$ cat config.mk
export PLATFORM = sky130hd
export DESIGN_NAME = nco_poly
export DESIGN_NICKNAME = d
export VERILOG_FILES = /design/src/rtl/nco_poly.sv
export SDC_FILE = /design/constraint.sdc
export NUM_CORES = 2
export LEC_CHECK = 0
export CAP_MARGIN = 30
export CORE_UTILIZATION = 52
export CTS_CLUSTER_SIZE = 40
export DETAILED_ROUTE_END_ITERATION = 12
export GPL_TIMING_DRIVEN = 0
export PLACE_DENSITY_LB_ADDON = 0.2
export SLEW_MARGIN = 20
export SYNTH_ARGS = -nofsm -noshare
export SYNTH_HDL_FRONTEND = slang
export SYNTH_SLANG_ARGS = --single-unit
$ cat constraint.sdc
create_clock -name master_clk -period 20.4 [get_ports master_clk]
set_clock_uncertainty 0.15 [all_clocks]
set_input_delay 3.06 -clock master_clk [delete_from_list [all_inputs] [get_ports master_clk]]
set_output_delay 3.06 -clock master_clk [all_outputs]
set_load 0.005 [all_outputs]
$ cat src/rtl/nco_poly.sv
// Time-multiplexed polyphonic NCO: one shared lookup/interpolate datapath walks
// all voices per sample tick and sums them into a single mixed sample.

module nco_voice #(
  parameter int PHASE_W = 32
) (
  input  logic               master_clk,
  input  logic               rst_n,
  input  logic               i_cfg_hit,
  input  logic [PHASE_W-1:0] i_cfg_incr,
  input  logic               i_cfg_gate,
  input  logic               i_step,
  output logic [PHASE_W-1:0] o_phase,
  output logic               o_gate
);
  logic [PHASE_W-1:0] r_incr;

  // A config write outranks a same-cycle phase step; a gate edge retriggers.
  always_ff @(posedge master_clk or negedge rst_n) begin
    if (!rst_n) begin
      o_phase <= '0;
      r_incr  <= '0;
      o_gate  <= 1'b0;
    end else if (i_cfg_hit) begin
      r_incr <= i_cfg_incr;
      o_gate <= i_cfg_gate;
      if (i_cfg_gate != o_gate) o_phase <= '0;
    end else if (i_step && o_gate) begin
      o_phase <= o_phase + r_incr;
    end
  end
endmodule

module nco_poly #(
  parameter int NUM_VOICES   = 4,
  parameter int PHASE_W      = 32,
  parameter int TABLE_ADDR_W = 5,
  parameter int FRAC_W       = 8,
  parameter int SAMPLE_W     = 16,
  localparam int VW          = (NUM_VOICES > 1) ? $clog2(NUM_VOICES) : 1,
  localparam int MIX_W       = SAMPLE_W + $clog2(NUM_VOICES)
) (
  input  logic                       master_clk,
  input  logic                       rst_n,
  input  logic                       sample_tick,
  input  logic                       cfg_we,
  input  logic [VW-1:0]              cfg_voice,
  input  logic [PHASE_W-1:0]         cfg_incr,
  input  logic                       cfg_gate,
  input  logic                       tbl_we,
  input  logic                       tbl_sel,
  input  logic [TABLE_ADDR_W-1:0]    tbl_addr,
  input  logic signed [SAMPLE_W-1:0] tbl_data,
  output logic signed [MIX_W-1:0]    mix_out,
  output logic                       mix_valid,
  output logic                       busy,
  output logic                       overrun
);
  typedef enum logic [2:0] {IDLE, ACCUM, LOOKUP, INTERP, DONE} state_t;

  state_t r_state, w_state_nxt;
  logic [VW-1:0]                       r_v;
  logic signed [MIX_W-1:0]             r_acc;
  logic signed [SAMPLE_W-1:0]          r_wave, r_slope;
  logic [FRAC_W-1:0]                   r_frac;
  logic signed [SAMPLE_W-1:0]          r_wtbl [1<<TABLE_ADDR_W];
  logic signed [SAMPLE_W-1:0]          r_stbl [1<<TABLE_ADDR_W];

  logic [NUM_VOICES-1:0][PHASE_W-1:0] w_phase;
  logic [NUM_VOICES-1:0]              w_gate;
  logic [PHASE_W-1:0]                 w_phase_cur;
  logic [TABLE_ADDR_W-1:0]            w_idx;
  logic                               w_start, w_last;
  logic signed [SAMPLE_W+FRAC_W:0]    w_prod, w_sh;
  logic signed [SAMPLE_W-1:0]         w_s;
  logic signed [MIX_W-1:0]            w_add, w_acc_nxt;

  for (genvar i = 0; i < NUM_VOICES; i++) begin : g_voice
    nco_voice #(.PHASE_W(PHASE_W)) u_voice (
      .master_clk (master_clk),
      .rst_n      (rst_n),
      .i_cfg_hit  (cfg_we && (cfg_voice == VW'(i))),
      .i_cfg_incr (cfg_incr),
      .i_cfg_gate (cfg_gate),
      .i_step     ((r_state == ACCUM) && (r_v == VW'(i))),
      .o_phase    (w_phase[i]),
      .o_gate     (w_gate[i])
    );
  end

  assign busy        = (r_state == ACCUM) || (r_state == LOOKUP) || (r_state == INTERP);
  assign mix_valid   = (r_state == DONE);
  assign overrun     = sample_tick && busy;
  assign w_start     = sample_tick && !busy;
  assign w_last      = (r_v == VW'(NUM_VOICES - 1));
  assign w_phase_cur = w_phase[r_v];
  assign w_idx       = w_phase_cur[PHASE_W-1 -: TABLE_ADDR_W];

  // Interpolate with a signed slope times an unsigned fraction; wrap to SAMPLE_W.
  assign w_prod    = r_slope * $signed({1'b0, r_frac});
  assign w_sh      = w_prod >>> FRAC_W;
  assign w_s       = r_wave + w_sh[SAMPLE_W-1:0];
  assign w_add     = w_gate[r_v] ? MIX_W'(w_s) : '0;
  assign w_acc_nxt = r_acc + w_add;

  always_comb begin
    w_state_nxt = r_state;
    case (r_state)
      IDLE, DONE: w_state_nxt = sample_tick ? ACCUM : IDLE;
      ACCUM:      w_state_nxt = LOOKUP;
      LOOKUP:     w_state_nxt = INTERP;
      INTERP:     w_state_nxt = w_last ? DONE : ACCUM;
      default:    w_state_nxt = IDLE;
    endcase
  end

  always_ff @(posedge master_clk or negedge rst_n) begin
    if (!rst_n) begin
      r_state <= IDLE;
      r_v     <= '0;
      r_acc   <= '0;
      r_wave  <= '0;
      r_slope <= '0;
      r_frac  <= '0;
      mix_out <= '0;
    end else begin
      r_state <= w_state_nxt;
      if (w_start) begin
        r_v   <= '0;
        r_acc <= '0;
      end
      if (r_state == LOOKUP) begin
        r_wave  <= r_wtbl[w_idx];
        r_slope <= r_stbl[w_idx];
        r_frac  <= w_phase_cur[PHASE_W-TABLE_ADDR_W-1 -: FRAC_W];
      end
      if (r_state == INTERP) begin
        r_acc <= w_acc_nxt;
        if (w_last) mix_out <= w_acc_nxt;
        else        r_v     <= r_v + 1'b1;
      end
    end
  end

  // Table storage is not reset; reads in LOOKUP see pre-write contents.
  always_ff @(posedge master_clk) begin
    if (tbl_we) begin
      if (tbl_sel) r_stbl[tbl_addr] <= tbl_data;
      else         r_wtbl[tbl_addr] <= tbl_data;
    end
  end
endmodule

==> flow_summary.json <==
{
  "drv_cap": 0,
  "numPortBuffers": 78,
  "ys_seq_area_share_pct": 61.61,
  "dp_cells": 6073,
  "via_count": 37436,
  "critPathCaptureType": "flip-flop",
  "drive_gt1_share_pct": 17.25,
  "syn_area_um2": 63760,
  "cts_root_buffer": "clkbuf_16",
  "placementRows": 128,
  "die_h_um": 352.2,
  "rsz0062_at_grt": "no",
  "layout_min_cycle_time_ns": 8.810,
  "num-fill-cells": 9225,
  "critPathKind": "flip-flop to flip-flop",
  "cp.arrival_ns": 9.27,
  "gr-usage-met3_pct": 4.476,
  "whs_path_depth": 2,
  "yosysUniqueCellTypes": 83,
  "cts.sinks": 1365,
  "ioPinCount": 83,
  "synth-compound-area-share_pct": 7.466,
  "antenna_found_initial": 4,
  "cts_tree": "done",
  "p_leak_uw": 0.02680,
  "syn_to_final_growth_pct": 13.81,
  "die_w_um": 352.2,
  "cts.clk_slew.worst_paths_ns": 0.06,
  "initial_core_util_pct": 52.39,
  "holdWs_ns": 0.3267,
  "yosysTopAreaCell": "edfxtp_1",
  "hold_viol_final": 0,
  "synth_edf_count": 1024,
  "fin_nets": 4973,
  "max_freq_mhz": 113.5,
  "clk-insertion-delay-late_ns": 0.78,
  "final_max_slew_viol_count": 0,
  "mostFrequentLayoutCells": "edfxtp_1 (1024), nand2_1 (350), dfrtp_1 (341)",
  "fin_crit_sh_pct": 43.19,
  "dp_hpwl_um": 108200,
  "yosys.area_share.simple_pct": 6.542,
  "yosysWarningCount": 0,
  "timing.setup.tns_ns": 0,
  "status": "finished clean",
  "drt_iter0_markers": 3566,
  "post_cts_buffers": 0,
  "post_cts_resized": 0,
  "grt_pass1_wl_um": 234100,
  "synth_seq_cells": 1365,
  "grt_max_degree": 94,
  "mostFrequentLayoutCell": "edfxtp_1",
  "use_met1_pct": 36.58,
  "dieArea_um2": 124000,
  "peakVddDrop_v": 0.0002492,
  "syn_inst": 4297,
  "via_per_inst": 5.907,
  "layoutNonFillerInstCount": 6338,
  "syn_area_per_cell_um2": 14.84,
  "synthTopCellsByArea": "edfxtp_1 (48%), dfrtp_1 (13%), mux4_2 (9.5%)",
  "detail_route.wl_per_cell_um": 24.38,
  "firstDrtPassIters": 5,
  "cp-start-kind": "flip-flop",
  "reg2regPathDepth": 35,
  "grt_pass1_vias": 37664,
  "synthFlopType": "edfxtp_1",
  "wirelength_um": 154500,
  "ant_nets": 0,
  "htreeDepth": 4,
  "cts_buffers": 142,
  "critPathMaxFanout": 10,
  "crit_path_top_delay_cell": "fa_1",
  "synth-xor-area-share_pct": 1.992,
  "setup_viol": 0,
  "pre_cts_ws_ns": 11.69,
  "drc_errors": 0,
  "cpPeakStageDelay_ns": 0.53,
  "core-area_um2": 121700,
  "slew_headroom_pct": 23.32,
  "worst_pin_slew_ns": 1.143,
  "place.gp.congestion": 0.9640,
  "overflow": 0,
  "cts_hold_buf": 0,
  "hold_path_class": "flip-flop to flip-flop",
  "top_usage_layer": "met2",
  "cts_max_path_buffers": 3,
  "diodes": 0,
  "power.density_nw_per_um2": 179.4,
  "synth.net_count": 4671,
  "postSynth.asyncResetShare_pct": 24.98,
  "grt_usage_pct": 25.28,
  "crit_required_ns": 20.86,
  "synthAdderAreaFrac_pct": 7.358,
  "synth_top_family_by_area": "multiplexers",
  "yosysTopAreaCellShare_pct": 48.22,
  "synthMuxAreaShare_pct": 12.55,
  "fin_ws_ns": 11.59,
  "grt_use_met2_pct": 38.69
}
[synthesized netlist by cell type (all sizes together), types with 4 or more instances]
library cell,count
o21bai,18
nor2b,96
nand2b,30
nor2,185
a21boi,5
a41oi,4
nor3,29
mux2i,68
dfrtp,341
xnor2,92
nand3,54
nand4,14
a211o,6
or3,13
a211oi,105
edfxtp,1024
and2,64
a21oi,221
nor3b,9
inv,199
fa,105
ha,207
a22o,36
a32o,6
o41ai,7
mux2,112
buf,55
nand2,350
nand3b,7
and3,13
clkbuf,139
o21a,21
o21ai,181
a21o,67
o31ai,17
xor2,53
or2,8
a31oi,11
o211ai,7
mux4,269
[power breakdown]
| part | total, uW | switching (uW) | internal [uW] |
|---|---|---|---|
| Combinational | 7040 | 4140 | 2900 |
| Sequential | 3400 | 174 | 3230 |
| Clock | 2580 | 1100 | 1480 |
| Total | 13000 | 5420 | 7600 |
[cells by family (layout without fill, tap and decap cells)]
family                   Yosys count  count (layout)
AO/OA/AOI/OAI                    746             746
buffers and inverters            394             810
XOR/XNOR                         145             145
multiplexers                     449             449
flip-flops                      1365            1365
adder cells (fa/ha/maj)          312             312
AND/OR/NAND/NOR                  886             886
[through the flow]
step	area [um^2]	utilization [%]	total power [uW]
floorplan	63760	-	8484
global placement	66580	54.70	10330
detailed placement	67850	55.74	10440
CTS	72510	59.57	13050
global route	72570	59.62	13950
finish	72570	59.62	13020
[layout make-up]
type                            count  area [um^2]  share of cell area [%]
Buffer                            194        835.8                   1.152
Clock buffer                      183         3861                   5.321
Clock inverter                     75        803.3                   1.107
Inverter                          200        750.7                   1.034
Multi-Input combinational cell   2538        23050                   31.77
Sequential cell                  1365        39280                   54.13
Tap cell                         1625         2033                   2.802
Timing Repair Buffer              158         1948                   2.684
[per-layer routing]
layer,up-vias,share of wire (%)
li1,16828,-
met1,19075,44
met2,1284,46
met3,245,6.9
met4,4,3.4
met5,-,0.017
[flip-flops by register name, summed over array words and instances, names as in the netlist, 16 cells and up]
| register | count |
|---|---|
| g_voice.u_voice.o_phase | 128 |
| r_slope | 16 |
| r_stbl | 512 |
| r_wave | 16 |
| r_wtbl | 512 |
| mix_out | 18 |
| g_voice.u_voice.r_incr | 128 |
| r_acc | 18 |
[worst paths after layout]
check,startpoint,end,slack (ns)
worst min-delay path,mix_out[5],mix_out[5],0.33
worst min register to register,mix_out[5],mix_out[5],0.33
worst max-delay path,r_frac[2],r_acc[17],11.59
max in group asynchronous,rst_n,r_wave[10],16.87
worst max register to register,r_frac[2],r_acc[17],11.59
min in group asynchronous,rst_n,g_voice[0].u_voice.o_phase[6],2.02
[critical path: cells and delay by family, from the launching register on]
| family | cells | cell delay, ns |
|---|---|---|
| buffers and inverters | 6 | 1.02 |
| adders and majority gates | 7 | 2.87 |
| muxes | 1 | 0.13 |
| DFF | 1 | 0.32 |
| and+or+nand+nor | 6 | 1.46 |
| xor gates and xnor gates | 3 | 0.64 |
| AOI/OAI and AO/OA | 12 | 2.07 |
Power figures use the tool's default switching activity.
